===== src/rtl/uart_pkg.sv =====
// Shared definitions for the UART transmit arbiter: FSM states, byte width,
// default timing parameters and a counter-width helper.
package uart_pkg;

  typedef enum logic [1:0] {
    ST_IDLE  = 2'd0,
    ST_START = 2'd1,
    ST_WAIT  = 2'd2,
    ST_GAP   = 2'd3
  } uart_state_e;

  localparam int BYTE_W                 = 8;
  localparam int DEFAULT_GAP_CYCLES     = 16;
  localparam int DEFAULT_TIMEOUT_CYCLES = 200000;

  // Bits needed to count 0..n-1, never less than one bit.
  function automatic int cnt_width(input int n);
    if (n <= 2) begin
      return 1;
    end else begin
      return $clog2(n);
    end
  endfunction

endpackage


===== src/rtl/uart_rr_pick.sv =====
// Combinational round-robin picker: first set request searching upward from
// ptr+1, wrapping modulo NREQ.
module uart_rr_pick #(
  parameter int NREQ = 4
) (
  input  logic [NREQ-1:0]         req,
  input  logic [$clog2(NREQ)-1:0] ptr,
  output logic [NREQ-1:0]         grant,
  output logic [$clog2(NREQ)-1:0] idx,
  output logic                    any
);

  localparam int PW = $clog2(NREQ);

  logic [PW-1:0] cand_s;

  // Walk candidates ptr+1 .. ptr+NREQ and keep the first requester found.
  always_comb begin
    grant  = '0;
    idx    = '0;
    any    = 1'b0;
    cand_s = '0;
    for (int k = 1; k <= NREQ; k++) begin
      cand_s = PW'((int'(ptr) + k) % NREQ);
      if (!any && req[cand_s]) begin
        any           = 1'b1;
        idx           = cand_s;
        grant[cand_s] = 1'b1;
      end else begin
        any = any;
      end
    end
  end

endmodule


===== src/rtl/uart_tx_arbiter.sv =====
// Round-robin scheduler sharing one UART transmitter between NREQ byte
// requesters, with idle-line guard gap and a watchdog on the done pulse.
module uart_tx_arbiter
  import uart_pkg::*;
#(
  parameter int NREQ           = 4,
  parameter int GAP_CYCLES     = DEFAULT_GAP_CYCLES,
  parameter int TIMEOUT_CYCLES = DEFAULT_TIMEOUT_CYCLES
) (
  input  logic                     clk,
  input  logic                     rst,
  input  logic [NREQ-1:0]          req_valid,
  input  logic [BYTE_W*NREQ-1:0]   req_data,
  output logic [NREQ-1:0]          req_ready,
  output logic                     tx_start,
  output logic [BYTE_W-1:0]        tx_data,
  input  logic                     tx_done,
  output logic [$clog2(NREQ)-1:0]  grant_id,
  output logic                     busy,
  output logic                     timeout_err
);

  localparam int PW       = $clog2(NREQ);
  localparam int WD_W     = cnt_width(TIMEOUT_CYCLES);
  localparam int GAP_W    = cnt_width(GAP_CYCLES);
  localparam int GAP_LAST = (GAP_CYCLES > 0) ? GAP_CYCLES - 1 : 0;
  localparam int WD_LAST  = (TIMEOUT_CYCLES > 0) ? TIMEOUT_CYCLES - 1 : 0;
  localparam uart_state_e POST_FRAME = (GAP_CYCLES > 0) ? ST_GAP : ST_IDLE;

  uart_state_e       state_r;
  uart_state_e       state_s;
  logic [PW-1:0]     ptr_r;
  logic [PW-1:0]     grant_id_r;
  logic [PW-1:0]     pick_idx_s;
  logic [NREQ-1:0]   pick_grant_s;
  logic              pick_any_s;
  logic              accept_s;
  logic              frame_end_s;
  logic              wd_expire_s;
  logic [BYTE_W-1:0] sel_byte_s;
  logic [BYTE_W-1:0] tx_data_r;
  logic [WD_W-1:0]   wd_cnt_r;
  logic [GAP_W-1:0]  gap_cnt_r;
  logic              tx_start_r;
  logic              busy_r;
  logic              timeout_err_r;

  uart_rr_pick #(
    .NREQ(NREQ)
  ) u_pick (
    .req  (req_valid),
    .ptr  (ptr_r),
    .grant(pick_grant_s),
    .idx  (pick_idx_s),
    .any  (pick_any_s)
  );

  // Handshake, selected byte mux and end-of-frame decode.
  always_comb begin
    accept_s    = 1'b0;
    req_ready   = '0;
    frame_end_s = 1'b0;
    wd_expire_s = 1'b0;
    sel_byte_s  = '0;
    for (int i = 0; i < NREQ; i++) begin
      sel_byte_s = sel_byte_s | (req_data[BYTE_W*i +: BYTE_W] & {BYTE_W{pick_grant_s[i]}});
    end
    if ((state_r == ST_IDLE) && !rst) begin
      accept_s  = pick_any_s;
      req_ready = pick_grant_s;
    end else begin
      accept_s  = 1'b0;
      req_ready = '0;
    end
    // done in the expiry cycle ends the frame cleanly, without an error
    if (state_r == ST_WAIT) begin
      frame_end_s = tx_done || (wd_cnt_r == WD_W'(WD_LAST));
      wd_expire_s = !tx_done && (wd_cnt_r == WD_W'(WD_LAST));
    end else begin
      frame_end_s = 1'b0;
      wd_expire_s = 1'b0;
    end
  end

  // Next-state logic.
  always_comb begin
    state_s = state_r;
    case (state_r)
      ST_IDLE: begin
        if (accept_s) begin
          state_s = ST_START;
        end else begin
          state_s = ST_IDLE;
        end
      end
      ST_START: state_s = ST_WAIT;
      ST_WAIT: begin
        if (frame_end_s) begin
          state_s = POST_FRAME;
        end else begin
          state_s = ST_WAIT;
        end
      end
      ST_GAP: begin
        if (gap_cnt_r == GAP_W'(GAP_LAST)) begin
          state_s = ST_IDLE;
        end else begin
          state_s = ST_GAP;
        end
      end
      default: state_s = ST_IDLE;
    endcase
  end

  // State register, arbitration pointer and the captured frame.
  always_ff @(posedge clk or posedge rst) begin
    if (rst) begin
      state_r    <= ST_IDLE;
      ptr_r      <= PW'(NREQ - 1);
      grant_id_r <= '0;
      tx_data_r  <= '0;
      tx_start_r <= 1'b0;
      busy_r     <= 1'b0;
    end else begin
      state_r    <= state_s;
      tx_start_r <= accept_s;
      busy_r     <= (state_s != ST_IDLE);
      if (accept_s) begin
        ptr_r      <= pick_idx_s;
        grant_id_r <= pick_idx_s;
        tx_data_r  <= sel_byte_s;
      end
    end
  end

  // Watchdog and guard-gap counters plus the sticky timeout flag.
  always_ff @(posedge clk or posedge rst) begin
    if (rst) begin
      wd_cnt_r      <= '0;
      gap_cnt_r     <= '0;
      timeout_err_r <= 1'b0;
    end else begin
      if (state_r == ST_START) begin
        wd_cnt_r <= '0;
      end else if ((state_r == ST_WAIT) && !frame_end_s) begin
        wd_cnt_r <= wd_cnt_r + WD_W'(1);
      end
      if ((state_r == ST_GAP) && (gap_cnt_r != GAP_W'(GAP_LAST))) begin
        gap_cnt_r <= gap_cnt_r + GAP_W'(1);
      end else begin
        gap_cnt_r <= '0;
      end
      if (wd_expire_s) begin
        timeout_err_r <= 1'b1;
      end
    end
  end

  assign tx_start    = tx_start_r;
  assign tx_data     = tx_data_r;
  assign grant_id    = grant_id_r;
  assign busy        = busy_r;
  assign timeout_err = timeout_err_r;

endmodule


===== config.mk =====
export PLATFORM = sky130hd
export DESIGN_NAME = uart_tx_arbiter
export DESIGN_NICKNAME = d
export VERILOG_FILES = /design/src/rtl/uart_pkg.sv /design/src/rtl/uart_rr_pick.sv /design/src/rtl/uart_tx_arbiter.sv
export SDC_FILE = /design/constraint.sdc
export NUM_CORES = 1
export LEC_CHECK = 0
export ABC_CLOCK_PERIOD_IN_PS = 3500
export BUFFER_PORTS_ARGS = -buffer_cell sky130_fd_sc_hd__buf_2
export CORE_ASPECT_RATIO = 0.6
export CORE_MARGIN = 8
export CORE_UTILIZATION = 38
export CTS_BUF_LIST = sky130_fd_sc_hd__clkbuf_2 sky130_fd_sc_hd__clkbuf_4 sky130_fd_sc_hd__clkbuf_8
export DETAILED_ROUTE_END_ITERATION = 6
export PLACE_DENSITY_LB_ADDON = 0.3
export SLEW_MARGIN = 10
export SYNTH_ARGS = -nofsm -noshare
export SYNTH_HDL_FRONTEND = slang
export SYNTH_SLANG_ARGS = --single-unit
export TNS_END_PERCENT = 20

===== constraint.sdc =====
create_clock -name clk -period 3.5 [get_ports clk]
set_clock_uncertainty 0.15 [all_clocks]
set_input_delay 0.35 -clock clk [delete_from_list [all_inputs] [get_ports clk]]
set_output_delay 0.35 -clock clk [all_outputs]
set_load 0.01 [all_outputs]

# Yosys cells after proc, flatten, opt, wreduce, memory -nomap -nowiden
# Cells that the tools add are included.
[totals]
ff_bits = 39
input_bits = 39
output_inout_bits = 17
word_cells = 99
[op_classes]
add_sub_neg = 6
magnitude_cmp = 8
n_eq_ne = 6
muxes = 39
n_bitwise = 10
reduce_logical = 21
[ops]
columns = ["op", "count"]
rows = [
  ["18-bit two-way mux", 2],
  ["8-bit bitwise AND", 4],
  ["4-bit two-way mux", 6],
  ["8-bit OR", 3],
  ["18-bit by 1-bit adder with 18-bit output, second input constant", 1],
  ["18-bit == test, second input constant", 1],
  ["1-bit two-way mux", 17],
  ["2-bit by 3-bit less-than comparator with 1-bit output, second input constant", 4],
  ["4-bit OR", 3],
  ["1-bit logical AND", 11],
  ["2-bit two-way mux", 5],
  ["1-bit binary-select mux with 2-bit select", 4],
  ["1-bit demux with 2-bit select", 4],
  ["2-bit by 1-bit >= comparator with 1-bit output, second input constant", 4],
  ["2-bit case mux with 4 select lines", 1],
  ["1-bit logical NOT", 6],
  ["2-bit by 1-bit adder with 2-bit output, second input constant", 2],
  ["2-bit adder, second input constant", 2],
  ["4-bit by 1-bit adder with 4-bit output, second input constant", 1],
  ["2-bit == test, second input constant", 2],
  ["4-bit == test, second input constant", 1],
  ["4-bit inequality test, second input constant", 1],
  ["2-bit nonzero test", 2],
  ["2-bit by 1-bit == test with 1-bit output, second input constant", 1],
  ["2 further kinds", 2],
]

# Logic depth before layout (Yosys ltp)
[depth]
ltp_word = 17
ltp_mapped = 11

# By module
# Synthesis repeated with hierarchy kept, for this count alone.
[unflattened]
hier_cells = 290
area_unflattened_um2 = 2616.3
[by_module_without_submodules]
columns = ["module", "instances", "cells_per_inst", "area_per_inst_um2", "seq_area_each_um2"]
rows = [
  ["uart_tx_arbiter", 1, 204, 1986.9, 978.4],
  ["uart_rr_pick", 1, 86, 629.4, 0.0],
]

# Worst setup path before layout
# Ideal clock, no wire load.
[synth_path]
kind = "register -> output"
from = "reg ptr_r[0]"
to = "out req_ready[2]"
arrival_time_ps = 2707
required_time_ps = 3000
path_slack_ps = 293
stages_incl_launch_ff = 12
n_path_buf = 3
path_cell_list = "dfstp_2 -> clkbuf_1 -> inv_1 -> ha_1 -> buf_2 -> and3b_1 -> a21oi_1 -> o32ai_1 -> a221o_1 -> buf_6 -> a21oi_1 -> nor2_1"
[synth_between]
elab_chain_cells = 14
elab_cells_between_ends = 49
classes_between = "add/sub (4); order compare (8); mux (24); bitwise (3); reduce/logical (10)"
[synth_lines]
columns = ["element", "line", "source"]
rows = [
  ["from (decl)", "uart_tx_arbiter.sv:32", "logic [PW-1:0] ptr_r;"],
  ["from (signal assigned)", "uart_tx_arbiter.sv:119", "ptr_r <= PW'(NREQ - 1);"],
  ["from (signal assigned)", "uart_tx_arbiter.sv:129", "ptr_r <= pick_idx_s;"],
  ["parallel branches: the longest is 12 deep, another holds 2-bit by 3-bit less-than comparator with 1-bit output", "--", ""],
  ["4-bit two-way mux (*)", "uart_rr_pick.sv:25", "if (!any && req[cand_s]) begin"],
  ["4-bit two-way mux (*)", "uart_tx_arbiter.sv:68", "if ((state_r == ST_IDLE) && !rst) begin"],
  ["to (decl)", "uart_tx_arbiter.sv:14", "output logic [NREQ-1:0] req_ready,"],
]
# Mark *: on every way between the ends. The select of a mux whose other input is x is not followed.

# Worst setup path after layout
[layout_path]
from = "reg ptr_r[1]"
to = "out req_ready[0]"
# The elaborated chain is that of the path after synthesis.

==> results_dict.tcl <==
set metrics [dict create \
    synth_cells 300 \
    postCtsSetupBuffers 0 \
    synth.distinct_cells 55 \
    crit_path_start "ptr_r[1]" \
    synth_seq_area_share_pct 37.06 \
    arrival_ps 2810 \
    maxCapViolCount 0 \
    crit_slowest_cell "dfstp_4" \
    r2r-start "ptr_r[1]" \
    r2r_slack_ps 360 \
    r2r_cells 10 \
    crit_type "reg -> out" \
    syn_nets 349 \
    instances_no_fill 441 \
    wl_per_cell_um 16.94 \
    grt_usage_pct 15.43 \
    path_cells "inv_1, ha_2, mux4_2, and2_1, a2111oi_2, nor2_1, buf_2" \
    layout.area.seq_um2 982.2 \
    firstDrtPassIters 5 \
    ant_nets 0 \
    startpoint_type "flip-flop" \
    syn_to_final_growth_pct 18.25 \
    p_int_mw 1.116 \
    async_flop_share_pct 100.0 \
    fmax_ghz 0.3017 \
    cts_resized 0 \
    hpwl_um 5679 \
    drt-total-wl_um 7469 \
    start_util_pct 39.37 \
    power_frac_seq_pct 38.1 \
    drive_gt1_share_pct 24.01 \
    power_frac_comb_pct 40.2 \
    tightestPinTransition_ps 913.7 \
    hold_ws_ps 122.5 \
    gp_congestion 0.8604 \
    yosys_warnings 0 \
    placed_cells 433 \
    pin_count 56 \
    rows 23 \
    fp.dieArea_um2 9958 \
    design_area_um2 3122 \
    htree_num_levels 2 \
    fin_nets 402 \
    cts.sinks 39 \
    synth_edf_count 0 \
    synthFlopType "dfrtp_1" \
    final_cell_mix "55 x buf_2, 37 x dfrtp_1, 32 x nor2_1, 24 x nand2_1, 24 x o21ai_0" \
    cts.clk_slew.worst_paths_ps 80 \
    cts-hold-fix-buffers 0 \
    fin_ws_ps 185.1 \
    finalSetupTns_ps 0 \
    final_common_cell "buf_2" \
    diodes 0 \
    grt_pass1_wl_um 12390 \
    multi_input_area_um2 1540 \
    cts-buffers-inserted 5 \
    maxSlewHeadroom_pct 39.02 \
    fin_crit_sh_pct 94.71 \
    cts_root_buf "clkbuf_8" \
    clk_latency_ps 290 \
    core_region_area_um2 6705 \
    endpoint_kind "output pin" \
    leakage_nw 1.443 \
    period_needed_ps 3315 \
    die_h_um 80.57 \
    max_stage_delay_ps 720 \
    hold_path.class "in -> async" \
    final_util_pct 46.56 \
    report.final.setup_viol 0 \
    syn_area_per_cell_um2 8.800 \
    status "complete, no violations" \
    cts_tree "done" \
    path_max_fanout 17 \
    hold_viol 0 \
    placed_area_um2 2995 \
    syn_area_um2 2640 \
    vdd_drop_max_uv 246.7 \
    place_ws_ps 255.9 \
    die_x_um 123.6 \
    vias 2529 \
    grt_max_degree 25 \
    antenna_found_initial 0 \
    crit_family "flip-flops" \
    cp.required_ps 3000 \
    port_buffers 55 \
    power_mw 1.779 \
    reg2reg_to "tx_data[2]" \
    grt_remaining_overflow 0 \
    synth_seq_cells 39 \
    grt_setup_unrepaired "no" \
    first_global_vias 2424 \
    clkPwrFrac_pct 21.8 \
    netSwitchingPower_uw 663.2 \
    drv_slew 0 \
    path_buf_inv 2 \
    sw_frac_of_total_pct 37.29 \
    drc_errors 0 \
    clockBufferDepth 2 \
    p_per_area_nw_per_um2 569.8 \
    drt-initial-drc-count 307 \
    num-fill-cells 652 \
    via_per_inst 5.735 \
]
-- synthesized netlist by cell type (8+ instances only) --
master,count,area share [%]
clkbuf_1,8,1.1
ha_1,10,4.7
a21oi_1,18,3.4
nor2_1,32,4.5
inv_1,8,1.1
nand2b_1,9,2.1
a31oi_1,8,1.9
a22oi_1,8,2.3
dfrtp_1,37,35
o21ai_0,24,4.5
nand2_1,24,3.4
nand3_1,9,1.7
-- logic make-up after synthesis --
kind of cell	count (synthesis)	synth area share (%)
buf+inv	26	4.787
flops	39	37.06
fa+ha+maj	10	4.739
mux	10	4.787
compound gates	95	24.27
xor+xnor	5	1.659
simple gates	115	22.70
-- sequential cells by signal (all words and copies together), names as in the netlist --
name         flops
tx_start         1
gap_cnt_r        4
busy             1
state_r          2
ptr_r            2
wd_cnt_r        18
grant_id         2
tx_data          8
timeout_err      1
-- worst max path at each step --
stage,depth (start not counted),end
floorplan,11,req_ready[2]
global placement,10,tx_data[1]
detailed placement,10,tx_data[2]
CTS,10,req_ready[2]
global route,10,req_ready[2]
finish,7,req_ready[0]
-- worst register-to-register path, cell delays in order (launching register included) --
cell and delay (ps):
dfstp_4 720, inv_1 150, ha_2 370, and3b_1 200, a21oi_1 130, o32ai_1 100
buf_4 160, a221o_1 360, buf_4 170, a222oi_1 370, a31oi_1 130
-- power by group through the flow --
stage | Sequential, mW | Clock (mW) | Combinational (mW)
final | 0.677 | 0.388 | 0.714
after global routing | 0.697 | 0.420 | 0.802
after CTS | 0.673 | 0.396 | 0.707
after detailed placement | 0.681 | 0 | 0.706
after global placement | 0.677 | 0 | 0.691
after floorplan | 0.663 | 0 | 0.510
-- final cells by class --
| type | instances | share of cell area (%) |
|---|---|---|
| sequential | 39 | 31.46 |
| clock inverter | 2 | 1.122 |
| multi-input combinational | 235 | 49.34 |
| inverter | 8 | 0.9619 |
| clock buffer | 6 | 2.645 |
| timing repair buffer | 64 | 10.98 |
| tap | 87 | 3.487 |
-- per-layer routing --
metal	part of all wire, %	GRT usage [%]	up-vias	wire (um)
met3	8.3	3.779	7	622
met2	41	21.65	88	3035
met5	0	0	-	0
met1	50	22.97	1210	3745
met4	0.87	3.345	0	65
li1	-	-	1224	-
No activity file was read; power rests on OpenSTA's default activity.
